`config.mk`:
```
export PLATFORM = sky130hd
export DESIGN_NAME = mem_access_unit
export DESIGN_NICKNAME = d
export VERILOG_FILES = /design/src/rtl/mem_pkg.sv /design/src/rtl/io_timeout_counter.sv /design/src/rtl/mem_access_unit.sv
export SDC_FILE = /design/constraint.sdc
export NUM_CORES = 1
export LEC_CHECK = 0
export BUFFER_PORTS_ARGS = -buffer_cell sky130_fd_sc_hd__buf_2
export CORE_MARGIN = 10
export CORE_UTILIZATION = 30
export DETAILED_ROUTE_END_ITERATION = 7
export GPL_TIMING_DRIVEN = 0
export PLACE_DENSITY = 0.68
export SLEW_MARGIN = 20
export SYNTH_ARGS = -nofsm -noshare
export SYNTH_HDL_FRONTEND = slang
export SYNTH_SLANG_ARGS = --single-unit
```
`constraint.sdc`:
```
create_clock -name clk -period 1.92 [get_ports clk]
set_input_delay 0.096 -clock clk [delete_from_list [all_inputs] [get_ports clk]]
set_output_delay 0.096 -clock clk [all_outputs]
set_load 0.01 [all_outputs]
```
`src/rtl/mem_pkg.sv`:
```
// Shared types and defaults for the memory access unit.
// State encoding, request bundle and I/O decode helper.
package mem_pkg;

  typedef enum logic [2:0] {
    IDLE,
    RAM_ACC,
    RAM_CAP,
    IO_WAIT,
    DONE
  } state_t;

  localparam logic [15:0] IO_BASE_DEF  = 16'hFF00;
  localparam int          IO_TIMEOUT_DEF = 16;
  localparam logic [15:0] ERR_DATA_DEF = 16'hDEAD;

  typedef struct packed {
    logic        we;
    logic [15:0] addr;
    logic [15:0] wdata;
  } req_t;

  function automatic logic is_io(
    input logic [15:0] addr,
    input logic [15:0] base
  );
    return addr >= base;
  endfunction

endpackage

```
`src/rtl/io_timeout_counter.sv`:
```
// Counts I/O wait cycles without an acknowledge.
// done flags the cycle whose increment reaches LIMIT.
module io_timeout_counter #(
  parameter int LIMIT = 16
) (
  input  logic clk,
  input  logic reset,
  input  logic clear,
  input  logic enable,
  output logic done
);

  localparam int CW = $clog2(LIMIT + 1);

  logic [CW-1:0] count;

  assign done = enable && (count == CW'(LIMIT - 1));

  always_ff @(posedge clk) begin
    if (reset || clear) begin
      count <= '0;
    end else if (enable && count != CW'(LIMIT)) begin
      count <= count + CW'(1);
    end
  end

endmodule

```
`src/rtl/mem_access_unit.sv`:
```
// Single-outstanding access unit routing requests to RAM or an I/O port.
// I/O accesses are bounded by a wait-cycle timeout.
module mem_access_unit
  import mem_pkg::*;
#(
  parameter logic [15:0] IO_BASE    = IO_BASE_DEF,
  parameter int          IO_TIMEOUT = IO_TIMEOUT_DEF,
  parameter logic [15:0] ERR_DATA   = ERR_DATA_DEF
) (
  input  logic        clk,
  input  logic        reset,
  input  logic        req_valid,
  input  logic        req_we,
  input  logic [15:0] req_addr,
  input  logic [15:0] req_wdata,
  output logic        req_ready,
  output logic        rsp_valid,
  output logic [15:0] rsp_rdata,
  output logic        rsp_err,
  output logic        mem_en,
  output logic        mem_we,
  output logic [15:0] mem_addr,
  output logic [15:0] mem_wdata,
  input  logic [15:0] mem_rdata,
  output logic        io_req,
  output logic        io_we,
  output logic [7:0]  io_addr,
  output logic [15:0] io_wdata,
  input  logic [15:0] io_rdata,
  input  logic        io_ack
);

  state_t state;
  req_t   lat;
  logic   accept;
  logic   tmo_en;
  logic   tmo_done;

  assign req_ready = (state == IDLE);
  assign accept    = req_ready && req_valid;
  assign tmo_en    = (state == IO_WAIT) && !io_ack;

  // Address/data outputs come straight from the latched request
  assign mem_addr  = lat.addr;
  assign mem_wdata = lat.wdata;
  assign io_we     = lat.we;
  assign io_addr   = lat.addr[7:0];
  assign io_wdata  = lat.wdata;

  io_timeout_counter #(
    .LIMIT (IO_TIMEOUT)
  ) u_tmo (
    .clk    (clk),
    .reset  (reset),
    .clear  (accept),
    .enable (tmo_en),
    .done   (tmo_done)
  );

  always_ff @(posedge clk) begin
    if (reset) begin
      state     <= IDLE;
      lat       <= '0;
      rsp_valid <= 1'b0;
      rsp_err   <= 1'b0;
      rsp_rdata <= 16'h0000;
      mem_en    <= 1'b0;
      mem_we    <= 1'b0;
      io_req    <= 1'b0;
    end else begin
      rsp_valid <= 1'b0;
      unique case (state)
        IDLE: begin
          if (req_valid) begin
            lat <= '{we: req_we, addr: req_addr, wdata: req_wdata};
            if (is_io(req_addr, IO_BASE)) begin
              state  <= IO_WAIT;
              io_req <= 1'b1;
            end else begin
              state  <= RAM_ACC;
              mem_en <= 1'b1;
              mem_we <= req_we;
            end
          end
        end
        RAM_ACC: begin
          mem_en <= 1'b0;
          mem_we <= 1'b0;
          if (lat.we) begin
            state     <= DONE;
            rsp_valid <= 1'b1;
            rsp_err   <= 1'b0;
          end else begin
            state <= RAM_CAP;
          end
        end
        RAM_CAP: begin
          rsp_rdata <= mem_rdata;
          rsp_valid <= 1'b1;
          rsp_err   <= 1'b0;
          state     <= DONE;
        end
        IO_WAIT: begin
          // An ack in the timeout cycle still completes normally
          if (io_ack) begin
            if (!lat.we) begin
              rsp_rdata <= io_rdata;
            end
            io_req    <= 1'b0;
            rsp_valid <= 1'b1;
            rsp_err   <= 1'b0;
            state     <= DONE;
          end else if (tmo_done) begin
            io_req    <= 1'b0;
            rsp_valid <= 1'b1;
            rsp_err   <= 1'b1;
            rsp_rdata <= ERR_DATA;
            state     <= DONE;
          end
        end
        DONE: begin
          rsp_err <= 1'b0;
          state   <= IDLE;
        end
        default: begin
          mem_en <= 1'b0;
          mem_we <= 1'b0;
          io_req <= 1'b0;
          state  <= IDLE;
        end
      endcase
    end
  end

endmodule

```
==> summary.md, run 1 <==
| Metric | Value |
|---|---|
| Gate power share | `17.8%` |
| WS Path Type | `reg -> reg` |
| Iter 0 DRT Violations | `slightly below 200` |
| Core Box Area | `slightly below 0.01 sq mm` |
| Adder-cell area share of the yosys netlist | `1.28%` |
| CP endpoint kind | `flip-flop` |
| Cell Int Power | `between 2 and 3 mW` |
| Total GRT Usage | `between 10% and 20%` |
| Worst-path fanout max | `5` |
| # port buffers | `146` |
| Yosys warnings | `0` |
| Reg power frac | `approximately two fifths` |
| Initial Utilization | `around 30%` |
| VDD IR max | `around 380 uV` |
| CP required | `~2.1 ns` |
| Setup Fix Bufs, Post-CTS | `0` |
| Slew margin rel. | `53.9%` |
| Synth async-reset ratio | `0%` |
| Switching share of power | `25.3%` |
| Clk slew on worst S/H paths | `0.07 ns` |
| Post-route cell area | `approximately 0.0044 sq mm` |
| RSZ-0062 raised after global routing | `false` |
| Post-Synth Simple-Gate Area | `21.4%` |
| Mapped Nets | `just over 400` |
| Pre-antenna DRT Iters | `4` |
| Die area | `around 0.014 sq mm` |
| Switching power | `between 0.8 and 0.9 mW` |
| Pwr dens | `approximately 770 mW/mm^2` |
| DP Worst Slack | `-0.0613 ns` |
| First-pass GRT wire length | `15.4 mm` |
| Clk buf depth | `2` |
| Synth Register Bits | `slightly above 60` |
| Largest net degree at the start of global routing | `11` |
| Largest family of logic cells by synthesized area | `simple AND/OR/NAND/NOR gates` |
| Max Clk Rate | `approximately 550 MHz` |
| Ys flop type | `dfxtp_1` |
| Layout cell share with drive strength beyond 1 | `45.6%` |
| Worst Tran Pin Value | `approximately 0.69 ns` |
| Clock group share of total power | `40.4%` |
| # setup viols final | `0` |
| WL/cell | `around 15 um` |
| Synth cell types | `between 40 and 50` |
| Routability congestion estimate | `between 0.7 and 0.8` |
| Placed cell areas | `0.00384 sq mm` |
| Max cap viols | `0` |
| Initial antenna violation count | `1` |
| Worst Slack Setup Final | `slightly above 0.09 ns` |
| Final Net Count | `595` |
| Vias post-DR | `2,975` |
| Die X | `between 100 and 150 um` |
| Antenna-violating nets left | `0` |
| Critical path arrival | `just over 2 ns` |
| Hpwl dp | `roughly 7.5 mm` |
| Post-Syn Area | `around 0.0029 sq mm` |
| # H-tree levels | `3` |
| Skew final | `approximately 0.011 ns` |
| XOR/XNOR Fraction of Synth Area | `less than 1%` |
| N_diodes | `0` |
| Top-level I/O count | `between 100 and 150` |
| Type of the tightest min-delay check | `in -> reg` |
| Count of final max-slew check failures | `0` |
| Sequential fraction of the synthesis area | `about 42%` |
| Grt ovf | `0` |
| Die Span Y | `between 100 and 150 um` |
| Sink Count | `just over 60` |
| Endpoints failing hold | `0` |
| Fill count | `around 940` |
| CTS buffer count | `9` |
| Tmin final | `approximately 1.8 ns` |
| Type of origin of the critical path | `flip-flop` |
| Overall routed net length | `approximately 9.8 mm` |
| Mux share of post-synthesis cell area | `between 1 and 1.5%` |
| Post-DR vias/cell | `around 4.5` |
| Residual DRC | `0` |
| Status | `finished clean` |
| Row cnt | `36` |
| Synth Area in Compound Gates | `roughly a fifth` |
| Total Power | `between 3 and 4 mW` |
| Setup_tns | `0 ns` |
| Finished Core Util | `45.0%` |
| P&R area growth vs syn | `48.0%` |
| Clock Latency Late Sink | `about 0.33 ns` |
| Tcrit/Tclk final | `between 90% and 100%` |
| Vias in the first global route | `3,050` |
| Mapped Cells | `341` |
| CTS tree | `built` |
| CTS Root Cell | `clkbuf_8` |
| EDFF count, synth | `0` |
| Post-synthesis average cell area | `8.63 sq um` |
| Leakage | `1.98 nW` |
through the flow:
stage,hold slack [ns],cells
after global routing,0.00949,661
after floorplan,0.232,341
after global placement,0.338,620
after CTS,0.00263,659
final,0.0198,661
after detailed placement,0.343,620
layout by cell type (no fill, tap or decap), types with 3 or more instances in the layout:
cell type	count
buf_6	5
dfxtp_1	60
nor3_1	3
buf_4	32
a21oi_2	11
clkbuf_1	13
nand2_1	86
nand3_1	7
nand3b_1	12
clkbuf_8	9
a31oi_1	5
bufinv_16	3
nor2_1	9
mux2i_1	3
o211ai_2	11
buf_2	149
nand4_1	3
o21ai_1	3
a21oi_1	37
dlygate4sd3_1	23
inv_1	6
kinds of logic after synthesis:
family | after synthesis
fa+ha+maj | 3
flops | 62
buf+inv | 55
simple gates | 133
compound gates | 82
xor+xnor | 3
mux | 3
final timing paths:
| check | startpoint | end | slack (ns) | cells after the start |
|---|---|---|---|---|
| setup / recovery | u_tmo.count[0]$_SDFFE_PP0P_ | rsp_rdata[2]$_SDFFE_PP0P_ | 0.09 | 8 |
| hold / removal | req_addr[10] | mem_addr[10]$_SDFFE_PP0P_ | 0.02 | 3 |
| hold reg to reg | rsp_rdata[3]$_SDFFE_PP0P_ | rsp_rdata[3]$_SDFFE_PP0P_ | 0.46 | 2 |
| setup reg to reg | u_tmo.count[0]$_SDFFE_PP0P_ | rsp_rdata[2]$_SDFFE_PP0P_ | 0.09 | 8 |
flip-flops by register name, summed over array words and instances (netlist names):
| register | cells |
|---|---|
| mem_we | 1 |
| u_tmo.count | 5 |
| io_wdata | 16 |
| rsp_valid | 1 |
| mem_en | 1 |
| io_we | 1 |
| io_req | 1 |
| mem_addr | 16 |
| rsp_err | 1 |
| state | 3 |
| rsp_rdata | 16 |
power by group through the flow:
stage                     combinational, mW  clock, mW  sequential (mW)
after floorplan                       0.292          0             1.46
after global placement                0.556          0             1.43
after detailed placement              0.566          0             1.43
after CTS                             0.605       1.39             1.40
after global routing                  0.662       1.46             1.41
final                                 0.599       1.36             1.40
cells in the mapped netlist, types with 3 or more instances:
library cell	n	area share [%]
clkbuf_1	10	1.3
o211ai_2	11	4.7
nand3_1	7	1.2
mux2i_1	3	1.0
a21oi_2	11	3.3
inv_1	6	0.77
nand2_1	86	11
nand4_1	3	0.64
buf_4	32	8.2
a21oi_1	37	6.3
nand3b_1	12	3.1
nor2_1	9	1.1
o21ai_1	3	0.51
a31oi_1	5	1.1
ha_1	3	1.3
nor3_1	3	0.51
dfxtp_1	62	42
buf_6	4	1.5
timing repair:
action / CTS / global route
endpoints found under the setup margin: 15 / 15
pin swaps: 0 / 1
endpoints found under the hold margin: 23 / 0
gates resized for setup: 2 / 10
hold buffers: 23 / 0
gates cloned: 0 / 2
critical path: stages, from the launching register on:
cell and delay, ns:
dfxtp_2 0.35, ha_4 0.16, and3_4 0.18, ha_4 0.16, nor2b_4 0.13, o31a_1 0.37, buf_6 0.17, o211ai_2 0.08
a21oi_2 0.07
routing by layer:
| metal | GRT usage, % | wire length, um | vias up |
|---|---|---|---|
| met2 | 24.5 | 5300 | 84 |
| met1 | 13.6 | 3710 | 1377 |
| met3 | 4.39 | 546 | 15 |
| li1 | - | - | 1499 |
| met5 | 0 | 0 | - |
| met4 | 5.34 | 212 | 0 |
cell type report:
cell class              instances  area, sq um  area share (%)
plain buffers                  48          333            7.64
clock buffers                  12          135            3.10
clock inverters                 4         95.1            2.18
inverters                       7         26.3           0.603
multi-input cells             224         1380            31.7
flip-flops and latches         62         1240            28.5
well taps                     133          166            3.82
repair buffers                171          977            22.4
Power figures use the tool's default switching activity.
==> inputs of run 2 (changes only) <==
--- a/config.mk
+++ b/config.mk
@@ -5,12 +5,12 @@
 export SDC_FILE = /design/constraint.sdc
 export NUM_CORES = 1
 export LEC_CHECK = 0
-export BUFFER_PORTS_ARGS = -buffer_cell sky130_fd_sc_hd__buf_2
 export CORE_MARGIN = 10
-export CORE_UTILIZATION = 30
+export CORE_UTILIZATION = 63
 export DETAILED_ROUTE_END_ITERATION = 7
+export DONT_BUFFER_PORTS = 1
 export GPL_TIMING_DRIVEN = 0
-export PLACE_DENSITY = 0.68
+export PLACE_DENSITY = 0.9
 export SLEW_MARGIN = 20
 export SYNTH_ARGS = -nofsm -noshare
 export SYNTH_HDL_FRONTEND = slang
==> summary.md, run 2 (same netlist as run 1, synthesis figures left out) <==
| Metric | Value |
|---|---|
| # H-tree levels | `3 (unchanged)` |
| Most common cell after layout, fill and taps aside | `nand2_1` |
| Slew margin rel. | `56.6% (+2.7 points)` |
| Vias post-DR | `2,856 (-4.0%)` |
| Clock Latency Late Sink | `0.33 ns (about the same)` |
| Routability congestion estimate | `0.857 (+8.5%)` |
| Most frequent cells in the layout | `nand2_1 (86), dfxtp_1 (60), dlygate4sd3_1 (49)` |
| Total Power | `3.12 mW (-7.0%)` |
| Post-DR vias/cell | `6.16 (+37%)` |
| Type of origin of the critical path | `flip-flop` |
| Iter 0 DRT Violations | `171 (-13%)` |
| Overall routed net length | `10.4 mm (+6.9%)` |
| Initial antenna violation count | `2 (+1)` |
| Final Net Count | `478 (-20%)` |
| Core Box Area | `0.00444 sq mm (-54%)` |
| Placed cell areas | `0.00301 sq mm (-22%)` |
| WS Path Type | `reg -> reg` |
| Max Clk Rate | `536 MHz (-2.0%)` |
| First-pass GRT wire length | `15.4 mm (-0.14%)` |
| CTS Root Cell | `clkbuf_8` |
| Layout cell share with drive strength beyond 1 | `24.4% (-21 points)` |
| P&R area growth vs syn | `28.6%` |
| Clk slew on worst S/H paths | `0.07 ns (about the same)` |
| Largest net degree at the start of global routing | `11 (unchanged)` |
| Leakage | `1.42 nW (-28%)` |
| Hpwl dp | `6.66 mm (-11%)` |
| # port buffers | `0 (-100%)` |
| CP required | `2.11 ns (about the same)` |
| Hold_sp | `mem_rdata[12]` |
| Status | `finished clean` |
| Row cnt | `24 (-33%)` |
| Sink Count | `62 (unchanged)` |
| Clk buf depth | `2 (unchanged)` |
| Top-level I/O count | `148 (unchanged)` |
| Residual DRC | `0 (unchanged)` |
| Die X | `88.3 um (-26%)` |
| Initial Utilization | `66.2% (+36 points)` |
| Type of the tightest min-delay check | `in -> reg` |
| WL/cell | `22.5 um (+52%)` |
| Worst-path fanout max | `5 (unchanged)` |
| Skew final | `0.00295 ns (-0.00807 ns)` |
| Tmin final | `1.87 ns (+0.0364 ns)` |
| Cells after DPL | `393 (-37%)` |
| VDD IR max | `733 uV (+95%)` |
| Grt ovf | `0 (unchanged)` |
| Setup_tns | `0 ns (unchanged)` |
| Post-route cell area | `0.00378 sq mm (-13%)` |
| Count of final max-slew check failures | `0 (unchanged)` |
| Crit path from | `u_tmo.count[1]$_SDFFE_PP0P_` |
| Hold depth | `2 (-1)` |
| Layout Cells excl Fill | `464 (-30%)` |
| Die area | `0.00780 sq mm (-45%)` |
| CTS tree | `built` |
| # setup viols final | `0 (unchanged)` |
| Worst Tran Pin Value | `0.651 ns (-0.0405 ns)` |
| CTS buffer count | `9 (unchanged)` |
| RSZ-0062 raised after global routing | `false` |
| Vias in the first global route | `2,830 (-7.2%)` |
| Worst r2r src | `u_tmo.count[1]$_SDFFE_PP0P_` |
| Antenna-violating nets left | `0 (unchanged)` |
| Pwr dens | `825 mW/mm^2 (+7.0%)` |
| CP endpoint kind | `flip-flop` |
| Total GRT Usage | `25.4% (+12 points)` |
| Max cap viols | `0 (unchanged)` |
| Critical path arrival | `2.06 ns (+0.04 ns)` |
| Min Hold Slack | `0.00554 ns (-0.0143 ns)` |
| Tcrit/Tclk final | `97.1% (+1.9 points)` |
| Worst r2r path cells | `8 (unchanged)` |
| Endpoints failing hold | `0 (unchanged)` |
| Die Span Y | `88.3 um (-26%)` |
| Pre-antenna DRT Iters | `5 (+1)` |
run 2: cell types whose count changed in the layout (fill, tap and decap cells not counted), moves of 2 or more:
cell | before | now
clkbuf_8 | 9 | 12
dfxtp_2 | 2 | 0
buf_4 | 32 | 35
buf_2 | 149 | 3
diode_2 | 0 | 2
clkbuf_1 | 13 | 10
bufinv_16 | 3 | 1
dfxtp_4 | 0 | 2
dlygate4sd3_1 | 23 | 49
run 2: per-stage QoR:
step	worst slack (ns)	utilization, %
2_1_floorplan	0.158	-
3_3_place_gp	-0.0285	67.7
3_5_place_dp	-0.0794	67.7
4_1_cts	0.00104	83.6
5_1_grt	0.00336	85.2
6_report	0.0548	85.2
run 2: final cells by class:
class | count | area (sq um)
plain buffers | 48 | 333
inverters | 7 | 26.3
well taps | 52 | 65.1
diodes | 2 | 5.00
flip-flops and latches | 62 | 1250
multi-input cells | 224 | 1370
repair buffers | 54 | 529
clock buffers | 12 | 165
clock inverters | 3 | 42.5
fillers | 211 | 659
run 2: final timing paths:
path	endpoint	slack [ns]
hold / removal	rsp_rdata[12]$_SDFFE_PP0P_	0.006
setup / recovery	rsp_rdata[10]$_SDFFE_PP0P_	0.05
hold reg to reg	rsp_rdata[0]$_SDFFE_PP0P_	0.52
setup reg to reg	rsp_rdata[10]$_SDFFE_PP0P_	0.05
run 2: repair_timing:
action,CTS,global route
cloned,0,2
setup buffers,0,3
setup endpoints to repair,15,17
hold endpoints to repair,45,0
hold buffers,49,0
gates resized for setup,2,11
pin swaps,0,2
run 2: routing by layer:
layer | track usage [%] | vias up | routed length [um]
li1 | - | 1273 | -
met1 | 25.7 | 1341 | 3440
met2 | 43.7 | 203 | 5140
met3 | 10.6 | 39 | 1420
met4 | 14.0 | 0 | 434
met5 | 0 | - | 0
run 2: report_power, final:
group / internal (mW) / switching (mW) / total [mW]
Combinational: 0.215 / 0.247 / 0.462
Clock: 0.697 / 0.509 / 1.21
Sequential: 1.35 / 0.103 / 1.46
run 2: worst max-delay path, stage by stage, from the launching register on:
cell and delay, ns:
dfxtp_4 0.35, ha_2 0.17, and3_4 0.18, ha_4 0.17, nor2b_4 0.13, o31a_1 0.38
buf_6 0.17, o211ai_2 0.08, a21oi_2 0.08
